$ cat config.mk
export PLATFORM = sky130hd
export DESIGN_NAME = mem_arbiter_flat
export DESIGN_NICKNAME = d
export VERILOG_FILES = /design/src/rtl/sys_bus_pkg.sv /design/src/rtl/mem_arbiter_if.sv /design/src/rtl/arb_timeout.sv /design/src/rtl/mem_arbiter.sv /design/src/flat_wrapper.sv
export SDC_FILE = /design/constraint.sdc
export NUM_CORES = 1
export LEC_CHECK = 0
export BUFFER_PORTS_ARGS = -buffer_cell sky130_fd_sc_hd__buf_2
export CAP_MARGIN = 20
export CORE_AREA = 2 2 121 123
export DETAILED_ROUTE_END_ITERATION = 10
export DIE_AREA = 0 0 123 125
export PLACE_DENSITY = 0.46
export SETUP_SLACK_MARGIN = 0.2
export SYNTH_ARGS = -nofsm -noshare
export SYNTH_HDL_FRONTEND = slang
export SYNTH_SLANG_ARGS = --single-unit
$ cat constraint.sdc
create_clock -name clk24 -period 1.6 [get_ports clk24]
set_clock_uncertainty 0.1 [all_clocks]
set_input_delay 0.08 -clock clk24 [delete_from_list [all_inputs] [get_ports clk24]]
set_output_delay 0.08 -clock clk24 [all_outputs]
set_load 0.1 [all_outputs]
$ cat src/rtl/sys_bus_pkg.sv
// Shared types and constants for the two-master native-bus arbiter.
// The state code doubles as the one-hot grant value.
package sys_bus_pkg;

  typedef enum logic [1:0] {
    ST_IDLE = 2'b00,
    ST_OWN0 = 2'b01,
    ST_OWN1 = 2'b10
  } arb_state_t;

  localparam logic [31:0] TIMEOUT_RDATA = 32'hDEAD_BEEF;
  localparam int          TO_W          = 16;

endpackage

$ cat src/rtl/mem_arbiter_if.sv
// picorv32-style native memory bus: valid/ready handshake plus addr/wdata/wstrb/rdata.
// master drives the request, slave answers with rdata/ready.
interface mem_arbiter_if #(
  parameter int AW = 32
);
  logic          valid;
  logic [AW-1:0] addr;
  logic [31:0]   wdata;
  logic [3:0]    wstrb;
  logic [31:0]   rdata;
  logic          ready;

  modport master (output valid, addr, wdata, wstrb, input rdata, ready);
  modport slave  (input valid, addr, wdata, wstrb, output rdata, ready);
endinterface

$ cat src/rtl/arb_timeout.sv
// Slave-ready watchdog for the arbiter; present only when ARB_TIMEOUT_EN is defined.
// Counts owned cycles without s_ready and flags expiry on the TIMEOUT-th one.
`ifdef ARB_TIMEOUT_EN
module arb_timeout
  import sys_bus_pkg::*;
#(
  parameter int TIMEOUT = 255
) (
  input  logic clk24,
  input  logic reset,
  input  logic clear,
  input  logic busy,
  input  logic s_ready,
  output logic expire
);

  logic [TO_W-1:0] count_reg;

  always_ff @(posedge clk24) begin
    if (reset || clear) begin
      count_reg <= '0;
    end else if (busy && !s_ready) begin
      count_reg <= count_reg + 1'b1;
    end
  end

  // s_ready on the final cycle takes precedence over the timeout
  assign expire = busy && !s_ready && (count_reg == TO_W'(TIMEOUT - 1));

endmodule
`endif

$ cat src/rtl/mem_arbiter.sv
// Two-master arbiter sharing one native-bus slave; round-robin or fixed priority.
// Optional slave-ready timeout enabled by defining ARB_TIMEOUT_EN.
module mem_arbiter
  import sys_bus_pkg::*;
#(
  parameter int AW        = 32,
  parameter int PRIO_MODE = 0,
  parameter int TIMEOUT   = 255
) (
  input  logic          clk24,
  input  logic          reset,
  mem_arbiter_if.slave  m0,
  mem_arbiter_if.slave  m1,
  mem_arbiter_if.master s,
  output logic [1:0]    grant,
  output logic          err
);

  arb_state_t    state_reg, state_next;
  logic          last_m1_reg, last_m1_next;
  logic          own0, own1, own_valid, expire;
  logic [31:0]   rsp_data;
  logic [AW-1:0] sel_addr;

  assign own0      = (state_reg == ST_OWN0);
  assign own1      = (state_reg == ST_OWN1);
  assign own_valid = (own0 && m0.valid) || (own1 && m1.valid);
  assign rsp_data  = expire ? TIMEOUT_RDATA : s.rdata;

  always_ff @(posedge clk24) begin
    if (reset) begin
      state_reg   <= ST_IDLE;
      last_m1_reg <= 1'b1;
    end else begin
      state_reg   <= state_next;
      last_m1_reg <= last_m1_next;
    end
  end

  always_comb begin
    state_next   = state_reg;
    last_m1_next = last_m1_reg;
    case (state_reg)
      ST_IDLE: begin
        if (m0.valid && m1.valid) begin
          state_next = ((PRIO_MODE == 1) || last_m1_reg) ? ST_OWN0 : ST_OWN1;
        end else if (m0.valid) begin
          state_next = ST_OWN0;
        end else if (m1.valid) begin
          state_next = ST_OWN1;
        end
      end
      ST_OWN0, ST_OWN1: begin
        // a master dropping valid aborts without touching the fairness pointer
        if (!own_valid) begin
          state_next = ST_IDLE;
        end else if (s.ready || expire) begin
          state_next   = ST_IDLE;
          last_m1_next = own1;
        end
      end
      default: state_next = ST_IDLE;
    endcase
  end

  always_comb begin
    s.valid  = 1'b0;
    sel_addr = '0;
    s.wdata  = '0;
    s.wstrb  = '0;
    m0.rdata = '0;
    m0.ready = 1'b0;
    m1.rdata = '0;
    m1.ready = 1'b0;
    if (own0) begin
      s.valid  = m0.valid;
      sel_addr = m0.addr;
      s.wdata  = m0.wdata;
      s.wstrb  = m0.wstrb;
      m0.rdata = rsp_data;
      m0.ready = m0.valid && (s.ready || expire);
    end else if (own1) begin
      s.valid  = m1.valid;
      sel_addr = m1.addr;
      s.wdata  = m1.wdata;
      s.wstrb  = m1.wstrb;
      m1.rdata = rsp_data;
      m1.ready = m1.valid && (s.ready || expire);
    end
  end

  assign s.addr = sel_addr;
  assign grant  = state_reg;

`ifdef ARB_TIMEOUT_EN
  logic err_reg;

  arb_timeout #(.TIMEOUT(TIMEOUT)) u_timeout (
    .clk24   (clk24),
    .reset   (reset),
    .clear   (state_reg == ST_IDLE),
    .busy    (own_valid),
    .s_ready (s.ready),
    .expire  (expire)
  );

  always_ff @(posedge clk24) begin
    if (reset) begin
      err_reg <= 1'b0;
    end else if (expire) begin
      err_reg <= 1'b1;
    end
  end

  assign err = err_reg;
`else
  logic unused_timeout;

  assign expire         = 1'b0;
  assign err            = 1'b0;
  assign unused_timeout = ^TO_W'(TIMEOUT);
`endif

endmodule

$ cat src/flat_wrapper.sv
// flat-port wrapper written by rule: the top's interface ports become plain ports
module mem_arbiter_flat import sys_bus_pkg::*;
#(
  parameter int AW        = 32,
  parameter int PRIO_MODE = 0,
  parameter int TIMEOUT   = 255
)
  (clk24, reset, grant, err, m0_valid, m0_addr, m0_wdata, m0_wstrb, m0_rdata, m0_ready, m1_valid, m1_addr, m1_wdata, m1_wstrb, m1_rdata, m1_ready, s_valid, s_addr, s_wdata, s_wstrb, s_rdata, s_ready);
  mem_arbiter_if #(.AW(AW)) m0_i ();
  mem_arbiter_if #(.AW(AW)) m1_i ();
  mem_arbiter_if #(.AW(AW)) s_i ();
  input  logic clk24;
  input  logic reset;
  output logic [1:0] grant;
  output logic err;
  input wire logic [$bits(m0_i.valid)-1:0] m0_valid;
  input wire logic [$bits(m0_i.addr)-1:0] m0_addr;
  input wire logic [$bits(m0_i.wdata)-1:0] m0_wdata;
  input wire logic [$bits(m0_i.wstrb)-1:0] m0_wstrb;
  output wire logic [$bits(m0_i.rdata)-1:0] m0_rdata;
  output wire logic [$bits(m0_i.ready)-1:0] m0_ready;
  input wire logic [$bits(m1_i.valid)-1:0] m1_valid;
  input wire logic [$bits(m1_i.addr)-1:0] m1_addr;
  input wire logic [$bits(m1_i.wdata)-1:0] m1_wdata;
  input wire logic [$bits(m1_i.wstrb)-1:0] m1_wstrb;
  output wire logic [$bits(m1_i.rdata)-1:0] m1_rdata;
  output wire logic [$bits(m1_i.ready)-1:0] m1_ready;
  output wire logic [$bits(s_i.valid)-1:0] s_valid;
  output wire logic [$bits(s_i.addr)-1:0] s_addr;
  output wire logic [$bits(s_i.wdata)-1:0] s_wdata;
  output wire logic [$bits(s_i.wstrb)-1:0] s_wstrb;
  input wire logic [$bits(s_i.rdata)-1:0] s_rdata;
  input wire logic [$bits(s_i.ready)-1:0] s_ready;
  assign m0_i.valid = m0_valid;
  assign m0_i.addr = m0_addr;
  assign m0_i.wdata = m0_wdata;
  assign m0_i.wstrb = m0_wstrb;
  assign m0_rdata = m0_i.rdata;
  assign m0_ready = m0_i.ready;
  assign m1_i.valid = m1_valid;
  assign m1_i.addr = m1_addr;
  assign m1_i.wdata = m1_wdata;
  assign m1_i.wstrb = m1_wstrb;
  assign m1_rdata = m1_i.rdata;
  assign m1_ready = m1_i.ready;
  assign s_valid = s_i.valid;
  assign s_addr = s_i.addr;
  assign s_wdata = s_i.wdata;
  assign s_wstrb = s_i.wstrb;
  assign s_i.rdata = s_rdata;
  assign s_i.ready = s_ready;
  mem_arbiter #(.AW(AW), .PRIO_MODE(PRIO_MODE), .TIMEOUT(TIMEOUT)) u_core (.clk24(clk24), .reset(reset), .m0(m0_i), .m1(m1_i), .s(s_i), .grant(grant), .err(err));
endmodule
# --- Word-level counts from Yosys, hierarchy flattened ---
# Index checks and enable logic that the tools add are counted.
totals:
  register_bits: 3
  latch_bits: 0
  ramBits: 0
  mem_bits_ro: 0
  inputBits: 173
  word_cells: 37
  n_memories: 0
op_classes:
  n_addsub: 0
  n_mul: 0
  div: 0
  n_lt_le_gt_ge: 0
  eq_ne: 4
  shifts: 0
  n_mux: 21
  bitwise: 0
  n_reduce_logical: 10
op_table:
  columns: ["op", "n"]
  rows:
  - ["32-bit two-way mux", 7]
  - ["2-bit two-way mux", 6]
  - ["4-bit two-way mux", 2]
  - ["1-bit logical AND", 5]
  - ["1-bit two-way mux", 5]
  - ["4-bit by 3-bit != test with 1-bit output (second input constant)", 1]
  - ["2-bit one-hot mux with 2 select lines", 1]
  - ["3-bit != test (second input constant)", 1]
  - ["3-bit AND reduction", 1]
  - ["2-bit by 1-bit == test with 1-bit output (second input constant)", 1]
  - ["2-bit == test (second input constant)", 1]
  - ["2-bit zero test", 1]
  - ["2-bit AND reduction", 1]
  - ["2-bit OR reduction", 1]
  - ["1-bit logical OR", 1]

# --- Longest topological paths before layout ---
# Gate-level depths: netlist of the first run.
logic_depth:
  depth_word: 5
  ltp_mapped: 6
  depth_no_buf: 5

# --- Least setup slack after synthesis of the first run ---
# No wires, ideal clock.
synth_path:
  kind: "reg-to-output"
  from: "register u_core.state_reg[1], in the netlist u_core.grant[1]"
  to: "output port s_addr[0]"
  arrival_time_ns: 2.679
  required_ns: 1.420
  setup_slack_ns: -1.259
  path_stages_with_launch: 7
  n_path_buf: 2
  cell_sequence: "dfxtp_1 > inv_1 > ha_1 > nor2b_1 > buf_2 > buf_2 > a22o_1"
synth_between:
  elab_chain_len: 3
  elab_cells_between_ends: 4
  classes_between: "eq/ne: 2; mux: 2"
synth_lines:
  columns: ["item", "line_no", "rtl"]
  rows:
  - ["start: declaration", "mem_arbiter.sv:19", "arb_state_t state_reg, state_next;"]
  - ["start signal: assignment", "mem_arbiter.sv:35", "state_reg <= state_next;"]
  - ["2-bit == test", "mem_arbiter.sv:26", "assign own1 = (state_reg == ST_OWN1);"]
  - ["32-bit two-way mux", "mem_arbiter.sv:82", "end else if (own1) begin"]
  - ["32-bit two-way mux *", "mem_arbiter.sv:75", "if (own0) begin"]
  - ["end: declaration", "flat_wrapper.sv:29", "output wire logic [$bits(s_i.addr)-1:0] s_addr;"]
# Every way passes the cells marked *; elsewhere a longest branch is shown, timed or not.

# --- Worst setup path in the final report of the first run ---
layout_path:
  from: "register u_core.state_reg[1], in the netlist u_core.grant[1]"
  to: "output port s_addr[13]"
# The elaborated chain is that of the path after synthesis.

==> impl_metrics.py, run 1 <==
metrics = {
    "synthesis": {
        "synth_cell_types": 20,
        "netlist_area_um2": 1360,
        "netlist.area_leader.share_pct": 45.2,
        "synth.area.top_cells": "a22o_1, and2_1, dfxtp_1",
        "synthArstFlopShare_pct": 0,
        "synth-seq-cells": 3,
        "synth_ff_type": "dfxtp_1",
        "synth_edf_count": 0,
        "yosysTopAreaCell": "a22o_1",
        "yosysSeqAreaShare_pct": 4.43,
        "syn_nets": 360,
        "avgSynthCellArea_um2": 7.36,
        "yosysWarnings": 0,
        "synthCells": 184,
    },
    "worst_setup_path": {
        "crit_type": "reg -> out",
        "path_max_fanout": 7,
        "r2r_slack_ns": -0.06,
        "cp-start-kind": "register",
        "crit_required_ns": 1.42,
        "worst_setup_path_end_kind": "output pin",
        "arrival_ns": 1.66,
    },
    "die": {
        "core.rowCount": 44,
        "start_util_pct": 9.54,
        "io_pins": 311,
        "dieArea_um2": 15400,
        "core_um2": 14200,
        "die_w_um": 123,
        "die_h_um": 125,
    },
    "timing": {
        "period_share_pct": 115,
        "setup_ws_ns": -0.241,
        "final-setup-viol-count": 138,
        "holdWs_ns": 0.0191,
        "rsz0062_at_grt": "true",
        "hold_viol_final": 0,
        "fmax_mhz": 543,
        "layout_min_cycle_time_ns": 1.84,
        "slew_viol_final": 0,
    },
    "clock_tree": {
        "cts_max_level": 1,
        "cts-buffers-inserted": 3,
        "cts.clk_slew.worst_paths_ns": 0.03,
        "cts_tree": "built",
        "cts_sinks": 3,
        "cts-root-buf": "clkbuf_16",
        "clk-insertion-delay-late_ns": 0.23,
        "cts_buffer_depth": 2,
        "hold_buffers": 0,
    },
    "cells_and_area": {
        "diodes": 0,
        "final_area_um2": 6030,
        "syn_to_final_growth_pct": 345,
        "final_layout_size_suffix_gt1_share_pct": 96.2,
        "largest_reg_flops": 2,
        "layout.nets": 676,
    },
    "global_route": {
        "antenna_found_initial": 0,
        "grt_overflow": 0,
        "grt_max_degree": 57,
        "grt_pass1_wl_mm": 16.4,
        "grt_pass1_vias": 2976,
        "grt_use_total_pct": 13.8,
    },
    "routing": {
        "viasPerCell": 4.10,
        "ant_nets": 0,
        "drt_wl_total_mm": 11.6,
        "drc_errors": 0,
        "num_vias": 2797,
        "first_pass_iters": 4,
        "drt_iter0_markers": 61,
        "wl_per_cell_um": 17.0,
    },
    "hold_path": {
        "min_path_type": "in -> reg",
    },
    "pwr": {
        "powerDensity_nw_per_um2": 835,
        "irDropWorstVdd_uv": 436,
        "leakage_uw": 0.00285,
        "total_power_uw": 5040,
    },
    "status": {
        "violations": "negative setup slack",
        "status": "finished with violations",
    },
    "place": {
        "place_hpwl_mm": 9.17,
        "place_area_um2": 5540,
        "gp_congestion": 0.787,
        "io_buffers": 309,
        "pre_cts_ws_ns": -0.0307,
    },
    "run": {
        "cap_violations": 0,
    },
}
[through the flow]
step	setup TNS (ns)	cells	util, %
after CTS	-25.44	677	41.3
final	-25.81	683	42.5
after global routing	-33.29	683	42.5
after floorplan	-23.62	184	-
after global placement	-0.175	661	39.0
after detailed placement	-0.769	661	39.0
[worst paths after layout]
check | startpoint | end | cells after the start
max | u_core.grant[1] | s_addr[13] | 7
min | reset | u_core.last_m1_reg | 2
max reg2reg | u_core.grant[1] | u_core.last_m1_reg | 7
min reg2reg | u_core.grant[0] | u_core.grant[0] | 2
[per-layer routing]
layer	vias to the layer above	share of wire [%]	global-route usage [%]
met1	1289	33	13.8
met4	0	2.0	4.08
met2	179	56	27.5
met5	-	0	0
met3	14	9.2	3.06
li1	1315	-	-
[Yosys cell counts (2+ instances only)]
cell type and instances:
buf_2 10, and3_1 2, dfxtp_1 3, and2_1 64
mux2i_1 2, clkbuf_1 11, a22o_1 70, buf_4 2
nor2b_1 3, nand2b_1 2, ha_1 3, inv_1 4
[power breakdown]
part	total, µW	switching [µW]	internal (µW)
registers	92.1	10.2	82.0
clock network	405	75.3	329
logic	4540	2800	1740
[cells in the final DEF (no fill, tap or decap), types with 5 or more instances in the layout]
cell	synthesis	final
buf_16	0	6
buf_12	0	140
buf_4	2	5
buf_6	0	5
buf_2	10	174
a22o_2	0	46
and2_4	0	45
a22o_4	0	23
and2_2	0	19
clkbuf_16	0	6
[timing repair]
item,CTS,global route
pin swaps,3,4
buffers inserted,6,3
resized for setup,20,11
endpoints found under the setup margin,138,138
gates cloned,6,3
[kinds of logic after synthesis]
group	synth area share, %
other	0.277
buffers and inverters	8.96
AO/OA/AOI/OAI	47.5
flip-flops	4.43
adder cells (fa/ha/maj)	2.77
AND/OR/NAND/NOR	34.6
multiplexers	1.48
[cell type report]
cell class / instances / area [µm²]
tap: 184 / 230
fill: 1325 / 8170
timing repair buffer: 334 / 4020
inverter: 4 / 20.0
sequential: 3 / 67.6
multi-input combinational: 154 / 1610
clock buffer: 4 / 78.8
[critical path, stage by stage, from the launching register on]
cell and delay, ns:
dfxtp_4 0.37, inv_4 0.04, ha_4 0.17, buf_4 0.14, buf_8 0.13, clkbuf_16 0.16, a22o_2 0.25, buf_12 0.17
Note: power is estimated with default switching activity, not from simulation.
==> run 2, diff against run 1 <==
--- a/config.mk
+++ b/config.mk
@@ -5,12 +5,13 @@
 export SDC_FILE = /design/constraint.sdc
 export NUM_CORES = 1
 export LEC_CHECK = 0
+export ABC_AREA = 1
 export BUFFER_PORTS_ARGS = -buffer_cell sky130_fd_sc_hd__buf_2
 export CAP_MARGIN = 20
-export CORE_AREA = 2 2 121 123
+export CORE_AREA = 2 2 120 122
 export DETAILED_ROUTE_END_ITERATION = 10
-export DIE_AREA = 0 0 123 125
-export PLACE_DENSITY = 0.46
+export DIE_AREA = 0 0 122 124
+export PLACE_DENSITY = 0.5
 export SETUP_SLACK_MARGIN = 0.2
 export SYNTH_ARGS = -nofsm -noshare
 export SYNTH_HDL_FRONTEND = slang
==> impl_metrics.py, run 2 <==
metrics = {
    "cells_and_area": {
        "layout.nets": 927,
        "diodes": 0,
        "final_layout_size_suffix_gt1_share_pct": 84.0,
        "largest_reg_flops": 2,
        "postLayoutCoreUtil_pct": 61.6,
        "syn_to_final_growth_pct": 375,
        "final_common_cell": "buf_2",
        "nFillCells": 1111,
        "mostFrequentLayoutCells": "buf_2, buf_12, nand2_1, nand2_4, nand2_2",
    },
    "die": {
        "start_util_pct": 13.0,
        "io_pins": 311,
        "core_um2": 13700,
        "die_w_um": 122,
        "dieArea_um2": 15100,
        "die_h_um": 124,
        "core.rowCount": 43,
    },
    "worst_setup_path": {
        "path_max_fanout": 21,
        "crit-reg2reg-launch": "u_core.grant[1]",
        "crit_required_ns": 1.42,
        "critPathSlowestCell": "dfxtp_4",
        "arrival_ns": 1.59,
        "critPathMaxStageDelay_ns": 0.37,
        "crit_type": "reg -> out",
        "ff2ff_path_depth": 12,
        "worstPathCellList": "inv_4, ha_4, buf_12, buf_12, buf_4, nor2_4, buf_12",
        "cp-start-kind": "register",
        "cpMostUsedCell": "buf_12",
        "worst_setup_path_end_kind": "output pin",
        "worstSetupStartpoint": "u_core.grant[1]",
    },
    "synthesis": {
        "post-synth-top-count-cell": "nand2_1",
        "netlist_area_um2": 1780,
        "synthCells": 408,
        "synth-seq-cells": 3,
        "synth_cell_types": 16,
        "ys_top_cells_by_count": "nand2_1, nand3_1, nor2_1",
        "synth_edf_count": 0,
        "syn_nets": 584,
        "avgSynthCellArea_um2": 4.37,
        "yosysSeqAreaShare_pct": 3.37,
        "yosysWarnings": 0,
        "yosysTopAreaCell": "nand2_1",
        "netlist.area_leader.share_pct": 43.6,
        "synthArstFlopShare_pct": 0,
        "synth.area.top_cells": "nand2_1, nand3_1, nor2_1",
        "synth_ff_type": "dfxtp_1",
    },
    "timing": {
        "hold_viol_final": 0,
        "final-setup-viol-count": 138,
        "rsz0062_at_grt": "true",
        "slew_viol_final": 0,
        "period_share_pct": 111,
        "layout_min_cycle_time_ns": 1.77,
        "setup_ws_ns": -0.173,
        "fmax_mhz": 564,
    },
    "clock_tree": {
        "cts_max_level": 1,
        "cts_buffer_depth": 2,
        "cts_tree": "built",
        "cts.clk_slew.worst_paths_ns": 0.03,
        "cts-root-buf": "clkbuf_16",
        "clk-insertion-delay-late_ns": 0.22,
        "cts-buffers-inserted": 3,
        "cts_sinks": 3,
    },
    "status": {
        "status": "finished with violations",
        "violations": "negative setup slack",
    },
    "global_route": {
        "grt_max_degree": 34,
        "grt_pass1_wl_mm": 20.8,
        "grt_overflow": 0,
        "grt_pass1_vias": 4066,
        "grt_use_total_pct": 17.4,
        "antenna_found_initial": 2,
    },
    "hold_path": {
        "hp-start": "s_ready",
        "min_delay_path_depth": 4,
        "min_path_type": "in -> reg",
    },
    "routing": {
        "drt_wl_total_mm": 14.8,
        "viasPerCell": 4.31,
        "wl_per_cell_um": 15.9,
        "ant_nets": 0,
        "num_vias": 4011,
        "drc_errors": 0,
        "first_pass_iters": 4,
        "drt_iter0_markers": 81,
    },
    "pwr": {
        "irDropWorstVdd_uv": 684,
        "powerDensity_nw_per_um2": 913,
        "leakage_uw": 0.00352,
    },
    "place": {
        "io_buffers": 309,
        "place_hpwl_mm": 11.5,
        "gp_congestion": 0.836,
        "pre_cts_ws_ns": -0.0244,
    },
    "run": {
        "cap_violations": 0,
    },
}
[run 2: changes by cell type after synthesis, moves of 4 or more]
cell,previous run,this run
nand2_1,0,207
nor2_1,1,41
nand3_1,1,71
and2_1,64,0
clkbuf_1,11,6
a22o_1,70,0
buf_2,10,19
buf_6,0,4
inv_1,4,39
[run 2: worst paths after layout]
kind / endpoint / slack, ns
worst min register to register: u_core.last_m1_reg / 0.37
worst max-delay path: m1_rdata[8] / -0.17
worst min-delay path: u_core.last_m1_reg / 0.08
worst max register to register: u_core.grant[0] / -0.05
[run 2: cells by family after synthesis]
logic type	synth area share, %
and+or+nand+nor	74.2
buffers and inverters	19.9
adders and majority gates	2.11
DFF	3.37
AOI/OAI and AO/OA	0.281
other	0.210
[run 2: layout make-up]
class / count / area (µm²) / share of cell area [%]
repair buffers: 372 / 4580 / 54.2
multi-input cells: 330 / 3210 / 38.0
inverters: 41 / 287 / 3.39
well taps: 180 / 225 / 2.66
clock buffers: 4 / 78.8 / 0.932
flip-flops and latches: 3 / 67.6 / 0.799
[run 2: layer usage]
metal,GRT usage (%),wire length (µm)
met2,34.1,8270
met3,4.76,1360
met5,0,27
met1,18.4,4890
met4,3.88,274
[run 2: repair_timing]
item / in CTS / in global routing
hold buffers: 1 / 0
endpoints found under the hold margin: 1 / 0
buffers inserted: 10 / 2
cloned: 6 / 7
pin swaps: 5 / 33
setup endpoints to repair: 138 / 138
gates resized for setup: 84 / 58
[run 2: critical path: cells and delay by family, from the launching register on]
kind / cells / cell delay [ns]
buffers and inverters: 5 / 0.70
adder cells (fa/ha/maj): 1 / 0.19
AND/OR/NAND/NOR: 1 / 0.10
flip-flops: 1 / 0.37
[run 2: stage by stage]
| step | power (µW) | cell area [µm²] | setup TNS [ns] | hold WS [ns] | instances |
|---|---|---|---|---|---|
| 3_5_place_dp | 6640 | 7310 | -0.296 | 0.230 | 900 |
| 5_1_grt | 7970 | 8460 | -21.11 | 0.0935 | 930 |
| 3_3_place_gp | 6590 | 7310 | 0 | 0.218 | 900 |
| 6_report | 7720 | 8460 | -14.33 | 0.0752 | 930 |
| 4_1_cts | 7470 | 8010 | -14.77 | 0.0823 | 921 |
| 2_1_floorplan | 4300 | 3330 | -28.70 | 0.112 | 408 |
[run 2: power breakdown]
group          switching, µW  total [µW]  internal [µW]
Sequential              13.4        99.2           85.8
Combinational           4550        7220           2670
Clock                   71.1         400            329
==> run 3, diff against run 2 <==
--- a/config.mk
+++ b/config.mk
@@ -16,3 +16,4 @@
 export SYNTH_ARGS = -nofsm -noshare
 export SYNTH_HDL_FRONTEND = slang
 export SYNTH_SLANG_ARGS = --single-unit
+export TNS_END_PERCENT = 20
==> impl_metrics.py, run 3 (synthesis results as in run 2) <==
metrics = {
    "global_route": {
        "grt_use_met2_pct": 30.0,
        "use_met3_pct": 3.94,
        "grt_max_degree": 42,
        "grt_overflow": 0,
        "grt_pass1_vias": 3555,
        "top_usage_layer": "met2",
        "grtUsageMet1_pct": 16.1,
        "grt_pass1_wl_mm": 18.3,
        "antenna_found_initial": 0,
        "grt_use_total_pct": 15.3,
    },
    "die": {
        "io_pins": 311,
        "die_h_um": 124,
        "die_w_um": 122,
        "core_um2": 13700,
        "dieArea_um2": 15100,
        "start_util_pct": 13.0,
        "core.rowCount": 43,
    },
    "clock_tree": {
        "clk-insertion-delay-late_ns": 0.23,
        "cts_sinks": 3,
        "cts.clk_slew.worst_paths_ns": 0.03,
        "cts_buffer_depth": 2,
        "cts_max_level": 1,
        "cts_tree": "built",
        "cts-buffers-inserted": 3,
        "cts-root-buf": "clkbuf_16",
    },
    "worst_setup_path": {
        "crit_family": "buffers and inverters",
        "worst_setup_path_end_kind": "output pin",
        "cp-start-kind": "register",
        "path_buf_inv": 4,
        "critPathSlowestCell": "dfxtp_4",
        "crit_type": "reg -> out",
        "worstPathCellList": "inv_4, ha_4, inv_4, buf_12, nand3_1, nand2_2, buf_12",
        "critPathMaxStageDelay_ns": 0.37,
        "path_max_fanout": 29,
        "r2r_slack_ns": 0.08,
        "arrival_ns": 1.58,
        "crit_required_ns": 1.42,
    },
    "cells_and_area": {
        "final_layout_size_suffix_gt1_share_pct": 73.2,
        "final_common_cell": "buf_2",
        "largest_reg_flops": 2,
        "layout.nets": 887,
        "nFillCells": 1327,
        "syn_to_final_growth_pct": 271,
        "diodes": 0,
        "mostFrequentLayoutCells": "buf_2, buf_12, nand2_1, nand2_2, nand3_1",
    },
    "status": {
        "violations": "negative setup slack",
        "status": "finished with violations",
    },
    "timing": {
        "final-setup-viol-count": 134,
        "rsz0062_at_grt": "true",
        "slew_viol_final": 0,
        "hold_viol_final": 0,
        "layout_min_cycle_time_ns": 1.76,
        "setup_ws_ns": -0.158,
        "holdWs_ns": 0.0767,
        "period_share_pct": 110,
        "fmax_mhz": 569,
    },
    "run": {
        "cap_violations": 0,
    },
    "pwr": {
        "leakage_uw": 0.00296,
        "total_power_uw": 6620,
        "powerDensity_nw_per_um2": 1000,
        "irDropWorstVdd_uv": 610,
    },
    "place": {
        "gp_congestion": 0.816,
        "io_buffers": 309,
        "pre_cts_ws_ns": 0.0367,
        "place_hpwl_mm": 10.7,
    },
    "hold_path": {
        "min_path_type": "in -> reg",
    },
    "routing": {
        "viasPerCell": 4.10,
        "ant_nets": 0,
        "drt_wl_total_mm": 12.8,
        "first_pass_iters": 4,
        "wl_per_cell_um": 14.4,
        "drc_errors": 0,
        "drt_iter0_markers": 76,
        "num_vias": 3650,
    },
}
## run 3: cell count changes in the layout (fill, tap and decap cells not counted), sizes merged
cell and delta:
buf -36, clkbuf -5, bufbuf +1
## run 3: cell type report
| class | count | area, µm² | area share, % |
|---|---|---|---|
| Tap cell | 180 | 225 | 3.41 |
| Multi-Input combinational cell | 330 | 1990 | 30.2 |
| Timing Repair Buffer | 332 | 3960 | 60.0 |
| Inverter | 41 | 279 | 4.23 |
| Sequential cell | 3 | 65.1 | 0.985 |
| Clock buffer | 4 | 78.8 | 1.19 |
## run 3: final timing paths
check                     start            endpoint  cells past startpoint
max             u_core.grant[1]          s_addr[11]                      7
min                     s_ready  u_core.last_m1_reg                      3
max reg2reg     u_core.grant[1]     u_core.grant[0]                     10
min reg2reg  u_core.last_m1_reg  u_core.last_m1_reg                      2
## run 3: tightest hold or removal path: cells and delay by family
family / cells / cell delay (ns)
buf+inv: 1 / 0.11
simple gates: 2 / 0.18
## run 3: metrics by stage
step	setup TNS, ns	instance area [µm²]	util [%]	instances
2_1_floorplan	-46.47	2370	-	408
3_3_place_gp	0	6220	45.3	879
3_5_place_dp	0	6220	45.3	879
4_1_cts	-13.89	6500	47.4	889
5_1_grt	-20.51	6600	48.1	890
6_report	-11.64	6600	48.1	890
## run 3: power breakdown
part           internal (µW)  leakage [µW]  switching, µW
registers               85.5     0.0000257           11.5
clock network            330     0.0000382           80.2
logic                   2080       0.00290           4030
total                   2490       0.00296           4130
## run 3: metal layers
| layer | up-vias | routed length, µm |
|---|---|---|
| met5 | - | 0 |
| met4 | 0 | 193 |
| met3 | 13 | 1300 |
| met2 | 197 | 6950 |
| met1 | 1605 | 4350 |
| li1 | 1835 | - |
## run 3: what timing repair did
item / 4_1_cts / 5_1_grt
pin swaps: 5 / 6
hold buffers: 1 / 0
setup endpoints to repair: 138 / 138
resized for setup: 38 / 21
endpoints found under the hold margin: 1 / 0
gates cloned: 2 / 1
setup buffers: 3 / 0
